`src/rtl/axi_console_pkg.sv`:
```
// Shared types and status-word layout for the AXI console transmitter.
package axi_console_pkg;

    typedef enum logic [1:0] {
        ST_IDLE  = 2'd0,
        ST_START = 2'd1,
        ST_DATA  = 2'd2,
        ST_STOP  = 2'd3
    } tx_state_t;

    localparam int unsigned STATUS_OFFSET  = 4;
    localparam int unsigned STAT_BUSY_BIT  = 0;
    localparam int unsigned STAT_LEVEL_LSB = 1;
    localparam int unsigned STAT_LEVEL_W   = 8;

    function automatic logic [31:0] status_word(input logic [STAT_LEVEL_W-1:0] level,
                                                input logic busy);
        logic [31:0] w;
        w = '0;
        w[STAT_LEVEL_LSB +: STAT_LEVEL_W] = level;
        w[STAT_BUSY_BIT] = busy;
        return w;
    endfunction

endpackage

```
`src/rtl/sync_fifo.sv`:
```
// Single-clock show-ahead FIFO; pointers carry an extra wrap bit to split full from empty.
module sync_fifo #(
    parameter int unsigned WIDTH = 8,
    parameter int unsigned DEPTH = 16
) (
    input  logic                     clk,
    input  logic                     reset,
    input  logic                     wr_en,
    input  logic [WIDTH-1:0]         wr_data,
    input  logic                     rd_en,
    output logic [WIDTH-1:0]         rd_data,
    output logic                     full,
    output logic                     empty,
    output logic [$clog2(DEPTH):0]   level
);

    localparam int unsigned AW = $clog2(DEPTH);

    logic [WIDTH-1:0] mem [DEPTH];
    logic [AW:0]      wr_ptr;
    logic [AW:0]      rd_ptr;
    logic             wr_ok;
    logic             rd_ok;

    assign empty   = (wr_ptr == rd_ptr);
    assign full    = (wr_ptr[AW] != rd_ptr[AW]) && (wr_ptr[AW-1:0] == rd_ptr[AW-1:0]);
    assign level   = wr_ptr - rd_ptr;
    assign rd_data = mem[rd_ptr[AW-1:0]];

    // A pop in the same cycle frees the slot, so a push into a full FIFO is still taken.
    assign wr_ok = wr_en && (!full || rd_en);
    assign rd_ok = rd_en && !empty;

    always_ff @(posedge clk or posedge reset) begin
        if (reset) begin
            wr_ptr <= '0;
            rd_ptr <= '0;
        end else begin
            if (wr_ok) wr_ptr <= wr_ptr + {{AW{1'b0}}, 1'b1};
            if (rd_ok) rd_ptr <= rd_ptr + {{AW{1'b0}}, 1'b1};
        end
    end

    always_ff @(posedge clk) begin
        if (wr_ok) mem[wr_ptr[AW-1:0]] <= wr_data;
    end

endmodule

```
`src/rtl/axi_console_tx.sv`:
```
// AXI4-lite slave decoding console/pass-flag writes; console bytes go out on an 8N1 UART line.
module axi_console_tx
    import axi_console_pkg::*;
#(
    parameter int unsigned CLK_DIV      = 868,
    parameter int unsigned FIFO_DEPTH   = 16,
    parameter logic [31:0] CONSOLE_ADDR = 32'h1000_0000,
    parameter logic [31:0] PASS_ADDR    = 32'h2000_0000,
    parameter logic [31:0] PASS_VALUE   = 32'd123456789
) (
    input  logic        clk,
    input  logic        reset,
    input  logic        mem_axi_awvalid,
    output logic        mem_axi_awready,
    input  logic [31:0] mem_axi_awaddr,
    input  logic [2:0]  mem_axi_awprot,
    input  logic        mem_axi_wvalid,
    output logic        mem_axi_wready,
    input  logic [31:0] mem_axi_wdata,
    input  logic [3:0]  mem_axi_wstrb,
    output logic        mem_axi_bvalid,
    input  logic        mem_axi_bready,
    input  logic        mem_axi_arvalid,
    output logic        mem_axi_arready,
    input  logic [31:0] mem_axi_araddr,
    input  logic [2:0]  mem_axi_arprot,
    output logic        mem_axi_rvalid,
    input  logic        mem_axi_rready,
    output logic [31:0] mem_axi_rdata,
    output logic        uart_tx,
    output logic        tests_passed,
    output logic        decode_err
);

    localparam int unsigned    LW          = $clog2(FIFO_DEPTH) + 1;
    localparam int unsigned    BW          = $clog2(CLK_DIV);
    localparam logic [BW-1:0]  BAUD_LAST   = BW'(CLK_DIV - 1);
    localparam logic [31:0]    STATUS_ADDR = CONSOLE_ADDR + STATUS_OFFSET;

    logic        aw_held, w_held, ar_pend;
    logic [31:0] aw_addr, w_data, ar_addr;
    logic        w_strb0;
    logic        aw_hs, w_hs, ar_hs;
    logic        is_console, is_pass, want_push, exec, push;
    logic        fifo_full, fifo_empty, pop, tx_busy;
    logic [LW-1:0] fifo_level;
    logic [7:0]  fifo_head;

    tx_state_t   state;
    logic [BW-1:0] baud;
    logic        baud_last;
    logic [2:0]  bit_idx;
    logic [7:0]  shreg;

    logic        unused_bits;
    assign unused_bits = ^{mem_axi_awprot, mem_axi_arprot, mem_axi_wstrb[3:1]};

    assign aw_hs      = mem_axi_awvalid && mem_axi_awready;
    assign w_hs       = mem_axi_wvalid && mem_axi_wready;
    assign ar_hs      = mem_axi_arvalid && mem_axi_arready;
    assign is_console = (aw_addr == CONSOLE_ADDR);
    assign is_pass    = (aw_addr == PASS_ADDR);
    assign want_push  = is_console && w_strb0;
    // A console write into a full FIFO waits here until the transmitter pops.
    assign exec       = aw_held && w_held && !mem_axi_bvalid && !(want_push && fifo_full && !pop);
    assign push       = exec && want_push;

    always_ff @(posedge clk or posedge reset) begin
        if (reset) begin
            aw_held         <= 1'b0;
            w_held          <= 1'b0;
            aw_addr         <= '0;
            w_data          <= '0;
            w_strb0         <= 1'b0;
            mem_axi_awready <= 1'b0;
            mem_axi_wready  <= 1'b0;
            mem_axi_bvalid  <= 1'b0;
            tests_passed    <= 1'b0;
        end else begin
            if (aw_hs) begin
                aw_held <= 1'b1;
                aw_addr <= mem_axi_awaddr;
            end else if (exec) begin
                aw_held <= 1'b0;
            end
            if (w_hs) begin
                w_held  <= 1'b1;
                w_data  <= mem_axi_wdata;
                w_strb0 <= mem_axi_wstrb[0];
            end else if (exec) begin
                w_held <= 1'b0;
            end
            mem_axi_awready <= !(aw_hs || (aw_held && !exec));
            mem_axi_wready  <= !(w_hs || (w_held && !exec));

            if (exec) mem_axi_bvalid <= 1'b1;
            else if (mem_axi_bvalid && mem_axi_bready) mem_axi_bvalid <= 1'b0;

            if (exec && is_pass && (w_data == PASS_VALUE)) tests_passed <= 1'b1;
        end
    end

    // Reads: the address is taken on the handshake and answered on the following edge.
    always_ff @(posedge clk or posedge reset) begin
        if (reset) begin
            ar_pend         <= 1'b0;
            ar_addr         <= '0;
            mem_axi_arready <= 1'b0;
            mem_axi_rvalid  <= 1'b0;
            mem_axi_rdata   <= '0;
            decode_err      <= 1'b0;
        end else begin
            ar_pend <= ar_hs;
            if (ar_hs) ar_addr <= mem_axi_araddr;
            if (ar_pend) begin
                mem_axi_rvalid <= 1'b1;
                mem_axi_rdata  <= (ar_addr == STATUS_ADDR) ?
                                  status_word(8'(fifo_level), tx_busy) : '0;
            end else if (mem_axi_rvalid && mem_axi_rready) begin
                mem_axi_rvalid <= 1'b0;
            end
            mem_axi_arready <= !(ar_hs || ar_pend || (mem_axi_rvalid && !mem_axi_rready));

            if ((exec && !is_console && !is_pass) || (ar_pend && (ar_addr != STATUS_ADDR)))
                decode_err <= 1'b1;
        end
    end

    sync_fifo #(
        .WIDTH (8),
        .DEPTH (FIFO_DEPTH)
    ) u_fifo (
        .clk     (clk),
        .reset   (reset),
        .wr_en   (push),
        .wr_data (w_data[7:0]),
        .rd_en   (pop),
        .rd_data (fifo_head),
        .full    (fifo_full),
        .empty   (fifo_empty),
        .level   (fifo_level)
    );

    assign baud_last = (baud == BAUD_LAST);
    // Popping at the end of STOP lets the next START follow with no idle gap.
    assign pop       = !fifo_empty && ((state == ST_IDLE) || (state == ST_STOP && baud_last));
    assign tx_busy   = (state != ST_IDLE) || !fifo_empty;

    always_ff @(posedge clk or posedge reset) begin
        if (reset) begin
            state   <= ST_IDLE;
            baud    <= '0;
            bit_idx <= '0;
            shreg   <= '0;
            uart_tx <= 1'b1;
        end else if (pop) begin
            state   <= ST_START;
            shreg   <= fifo_head;
            baud    <= '0;
            uart_tx <= 1'b0;
        end else begin
            case (state)
                ST_IDLE: uart_tx <= 1'b1;
                ST_START: begin
                    if (baud_last) begin
                        state   <= ST_DATA;
                        baud    <= '0;
                        bit_idx <= '0;
                        uart_tx <= shreg[0];
                    end else begin
                        baud <= baud + BW'(1);
                    end
                end
                ST_DATA: begin
                    if (baud_last) begin
                        baud    <= '0;
                        bit_idx <= bit_idx + 3'd1;
                        shreg   <= {1'b0, shreg[7:1]};
                        if (bit_idx == 3'd7) begin
                            state   <= ST_STOP;
                            uart_tx <= 1'b1;
                        end else begin
                            uart_tx <= shreg[1];
                        end
                    end else begin
                        baud <= baud + BW'(1);
                    end
                end
                ST_STOP: begin
                    if (baud_last) state <= ST_IDLE;
                    else           baud  <= baud + BW'(1);
                end
                default: state <= ST_IDLE;
            endcase
        end
    end

endmodule

```
`config.mk`:
```
export PLATFORM = sky130hd
export DESIGN_NAME = axi_console_tx
export DESIGN_NICKNAME = d
export VERILOG_FILES = /design/src/rtl/axi_console_pkg.sv /design/src/rtl/sync_fifo.sv /design/src/rtl/axi_console_tx.sv
export SDC_FILE = /design/constraint.sdc
export NUM_CORES = 1
export LEC_CHECK = 0
export ABC_AREA = 1
export BUFFER_PORTS_ARGS = -buffer_cell sky130_fd_sc_hd__buf_4
export CAP_MARGIN = 0
export CORE_UTILIZATION = 52
export DETAILED_ROUTE_END_ITERATION = 8
export PLACE_DENSITY = 0.72
export SLEW_MARGIN = 20
export SYNTH_ARGS = -nofsm -noshare
export SYNTH_HDL_FRONTEND = slang
export SYNTH_SLANG_ARGS = --single-unit
export TNS_END_PERCENT = 30
```
`constraint.sdc`:
```
create_clock -name clk -period 3.6 [get_ports clk]
set_input_delay 0 -clock clk [delete_from_list [all_inputs] [get_ports clk]]
set_output_delay 0 -clock clk [all_outputs]
set_load 0.01 [all_outputs]
```
Word level (Yosys, flattened, before mapping). Memories as Yosys holds them, arrays and structs flattened. Cells that the tools add are included.

Add/sub/neg operators: 5. Eq/ne operators: 20. Muxes and demuxes: 31. Bitwise logic cells: 1. Reductions and logical operators: 63.

Operators with widths (number): $eq 32x29->1 const B (2); $eq 32x27->1 const B (1); $eq 32x30->1 const B (1); $ne 32x29->1 const B (1); $mux 10 (3); $logic_and 1x1->1 (25); $mux 8 (3); $pmux 10 s2 (1); $reduce_bool 2->1 (8); $ne 3x3->1 const B (5); $mux 1 (13); $logic_not 1->1 (12); $add 10x1->10 const B (1); $add 5x1->5 const B (2); $eq 10x10->1 const B (1); $mux 2 (5); $logic_or 1x1->1 (8); $reduce_bool 4->1 (2); $mux 3 (2); $mux 6 (1); $pmux 2 s3 (1); $pmux 3 s2 (1); $eq 5x5->1 (1); $reduce_and 5->1 (1); 16 further kinds (19).

Register bits after elaboration: 173. Memory bits (writable): 128. Bits of input ports: 113. Output and inout bits: 40. Word-level logic and storage cells: 143. Memories kept: 1.

Memory list: u_fifo.mem (depth 16, width 8, read ports 1, clocked after Yosys merged registers in 0, write ports 1, line sync_fifo.sv:19) `logic [WIDTH-1:0] mem [DEPTH];`.

Logic depth before layout (Yosys ltp).
Depth in word-level cells: 12. Gate-level depth with buffers: 17. Depth with buffers taken out: 13.

Modules after synthesis. Synthesis repeated with hierarchy kept, for this count alone.

Cells, all modules: 1456. Area total of the unflattened synthesis: 12754.7 sq um.

Modules (own cells, without submodules): sync_fifo (times used 1, cells an instance 677, area each 6463.7 sq um); axi_console_tx (times used 1, cells an instance 779, area each 6291.0 sq um).

Worst setup path after synthesis. No wires, ideal clock.

Kind: reg2reg. From: register u_fifo.rd_ptr[2]. To: memory u_fifo.mem[3][0] (enable). Library setup time: 0.370 ns. Arrival time: 2.437 ns. Data required time: 3.230 ns. Slack: 0.792 ns. Cell stages (with the launch flop): 16. Path buffers: 2. Cell sequence: dfrtp_1 -> buf_2 -> clkinv_1 -> clkbuf_1 -> ha_1 -> nand2_1 -> inv_1 -> nand2_1 -> nor2_1 -> inv_1 -> nand2_2 -> nand2_2 -> nand2_2 -> inv_2 -> nand3_1 -> nor2_1.

Word-level cells in the longest chain between the ends: 11.

RTL lines: from (decl) (line sync_fifo.sv:21) `logic [AW:0] rd_ptr;`; from (signal assigned) (line sync_fifo.sv:40) `if (rd_ok) rd_ptr <= rd_ptr + {{AW{1'b0}}, 1'b1};`; $eq 5x5->1 (line sync_fifo.sv:25) `assign empty = (wr_ptr == rd_ptr);`; $logic_not 1->1 (line axi_console_tx.sv:146) `assign pop = !fifo_empty && ((state == ST_IDLE) || (state == ST_STOP && baud_last));`; $logic_and 1x1->1 (line axi_console_tx.sv:146); $logic_not 1->1 (line axi_console_tx.sv:65) `assign exec = aw_held && w_held && !mem_axi_bvalid && !(want_push && fifo_full && !pop);`; $logic_and 1x1->1 (line axi_console_tx.sv:65); $logic_not 1->1 (line axi_console_tx.sv:65); $logic_and 1x1->1 (line axi_console_tx.sv:65); $logic_and 1x1->1 (line axi_console_tx.sv:66) `assign push = exec && want_push;`; $logic_and 1x1->1 * (line sync_fifo.sv:31) `assign wr_ok = wr_en && (!full || rd_en);`; $mux 1 * (line sync_fifo.sv:45) `if (wr_ok) mem[wr_ptr[AW-1:0]] <= wr_data;`; $mux 1 (not written as such) * (line sync_fifo.sv:45); to (decl) (line sync_fifo.sv:19).

Every way passes the cells marked *; elsewhere a longest branch is shown, timed or not.

Worst setup path in the final report.
From: register u_fifo.rd_ptr[3]. To: memory u_fifo.mem[9][3] (enable).

The elaborated chain is that of the path after synthesis.

==> reports/qor.txt <==
status: finished, final reports clean
Fin. Hold Viols: 0
post-synthesis sequential area ratio: 62.3%
setup TNS: 0 ns
die area: 23800 sq um
adder-cell share of the synthesized area: 1.82%
layout cells sized above 1: 16.3%
Root Buffer Master: clkbuf_16
clk buf depth: 3
mux contribution to synthesized area: 2.80%
Worst Path Max Fanout: 10
post-synthesis instance area: 12100 sq um
antenna violations before repair: 0
crit path time final: 2.99 ns
largest family of logic cells by synthesized area: simple AND/OR/NAND/NOR gates
Worst setup EP type: flop
core area: 22700 sq um
post-CTS resize count: 0
vias in the first global route: 9063
Max Cap Viol: 0
Setup CP Type: reg -> reg
worst slew pin tran: 0.991 ns
yosys warns: 0
diode count: 0
CTS clk-pin slew, worst paths: 0.06 ns
worst vdd ir: 480 uV
Final setup viols: 0
grt ovf: 0
area grow syn2layout: 26.8%
Avg Inst Size Synth: 10.2 sq um
DIE WIDTH: 154 um
antenna-violating nets left: 0
Slew HR: 33.7%
GRT Total Usage: 23.6%
Rows: 55
Routed WL per cell: 16.3 um
Synth top area share: 31.8%
unrepaired setup endpoints after global routing: no
clock sink total: 275
Total Wirelength: 28100 um
Nets: 1550
drt drc: 0
Setup Buffers After CTS: 0
Via density: 5.28
hpwl dp: 15900 um
H-tree Lvls: 1
Starting Density: 53.2%
global-route wire length before repair: 44800 um
Total Power: 8.83 mW
CP startpoint kind: flop
post-synth cell types: 37
Slew Viols, Final: 0
top post-synthesis cells by count: nand2_1 (201), nor2_1 (184), dfrtp_1 (146)
Tcrit/Tclk final: 83.0%
worst slack, placed: 0.662 ns
first-pass iteration count of the detailed router: 5
Synth Area in Compound Gates: 8.44%
TritonCTS clock tree: yes
ys flop type: dfrtp_1
synth top area cells: edfxtp_1 (32%), dfrtp_1 (30%), nand2_1 (6.2%)
RD Place Congestion: 0.827
LEAKAGE: 6.70 nW
starting DRC count in detailed routing: 821
leading cell type by number of instances after synthesis: nand2_1
Post-Synth XOR/XNOR Area: 1.09%
IO Count: 153
die height: 154 um
worst clock skew: 0.0141 ns
final hold slack: 0.154 ns
Min-Delay Path Class: in -> reg
biggest area consumer among synthesized cells: edfxtp_1
PortBufs: 117
Max Freq: 334 MHz
CP required: 3.78 ns
worst endpoint data arrival time: 3.17 ns
power density cells: 576 nW/um^2
Simple-Gate Fraction of Synth Area: 16.9%
Gate Count Post-Synth: 1184
Vias: 9126
Post-synth EDFFs: 128
largest net degree at the start of global routing: 90
TritonCTS Buffers: 30
worst skew pair latency: 0.54 ns
hold buffers post-CTS: 117
Yosys reg bits: 275
final setup margin: 0.610 ns
Async S/R FF share, synth: 53.5%
where the power goes:
group | total [mW] | leakage (nW) | switching, mW | internal, mW
clock | 2.99 | 0.485 | 1.21 | 1.78
sequential | 4.51 | 2.95 | 0.483 | 4.03
combinational | 1.32 | 3.27 | 0.685 | 0.638
total | 8.83 | 6.70 | 2.38 | 6.45
layout make-up:
type / instances / area (sq um)
tap: 285 / 357
multi-input combinational: 757 / 3850
inverter: 99 / 375
clock buffer: 42 / 847
fill: 1602 / 7390
timing repair buffer: 257 / 2230
clock inverter: 14 / 129
sequential: 275 / 7520
state kept, by name, indices dropped and copies added (netlist names):
name	count
u_fifo.mem	128
ar_addr	32
aw_addr	32
w_data	32
baud	10
shreg	8
mem_axi_rdata	6
u_fifo.rd_ptr	5
u_fifo.wr_ptr	5
bit_idx	3
state	2
ar_pend	1
aw_held	1
decode_err	1
mem_axi_arready	1
mem_axi_awready	1
mem_axi_bvalid	1
mem_axi_rvalid	1
mem_axi_wready	1
tests_passed	1
uart_tx	1
w_held	1
w_strb0	1
final timing paths:
kind	depth (start not counted)	endpoint	startpoint	slack (ns)
max in group asynchronous	5	ar_addr[12]$_DFFE_PP0P_	reset	2.19
worst min register to register	2	tests_passed$_DFFE_PP0P_	tests_passed$_DFFE_PP0P_	0.47
worst min-delay path	3	w_held$_DFFE_PP0P_	mem_axi_wvalid	0.15
min in group asynchronous	4	mem_axi_arready$_DFF_PP0_	reset	0.52
worst max register to register	13	u_fifo.mem[9][3]$_DFFE_PP_	u_fifo.rd_ptr[3]$_DFFE_PP0P_	0.61
worst max-delay path	13	u_fifo.mem[9][3]$_DFFE_PP_	u_fifo.rd_ptr[3]$_DFFE_PP0P_	0.61
critical path, stage by stage, from the launching register on:
cell and delay, ns:
dfrtp_1 0.56, inv_1 0.12, ha_1 0.36, nand2_1 0.07, inv_1 0.05, nand2_1 0.08
nor2_1 0.06, inv_1 0.10, nand2_2 0.08, nand2_2 0.12, nand2_2 0.10, inv_2 0.12
nand3_1 0.23, nor2_1 0.57
per-stage QoR:
stage | cell area [sq um] | instances | utilization (%)
final | 15300 | 1729 | 67.4
after global routing | 15300 | 1729 | 67.4
after CTS | 15300 | 1729 | 67.4
after detailed placement | 13200 | 1556 | 58.0
after global placement | 13200 | 1556 | 58.0
after floorplan | 12200 | 1209 | -
routing by layer:
layer	up-vias	global-route usage [%]	part of all wire (%)
li1	4389	-	-
met1	4375	30.4	42
met2	301	40.7	49
met3	61	4.74	6.2
met4	0	6.55	2.5
met5	-	0	0
logic make-up (layout without fill, tap and decap cells):
| family | Yosys count | after routing |
|---|---|---|
| AOI/OAI and AO/OA | 179 | 179 |
| xor gates and xnor gates | 15 | 15 |
| adders and majority gates | 17 | 17 |
| buffers and inverters | 177 | 412 |
| DFF | 275 | 275 |
| muxes | 30 | 30 |
| other | 1 | 26 |
| and+or+nand+nor | 490 | 490 |
placed cells by master (no fill, tap or decap), drive strengths merged, types with 2 or more instances in the layout:
master / count
a21oi: 49
a22oi: 4
and2: 3
buf: 140
bufinv: 2
clkbuf: 42
clkinv: 12
conb: 26
dfrtp: 146
dlygate4sd3: 117
edfxtp: 128
ha: 16
inv: 98
mux2: 30
nand2: 207
nand3: 59
nand4: 21
nor2: 184
nor3: 10
nor4: 3
o2111ai: 7
o211ai: 29
o21ai: 89
or2: 2
xor2: 14
(Power assumes the default switching activity.)
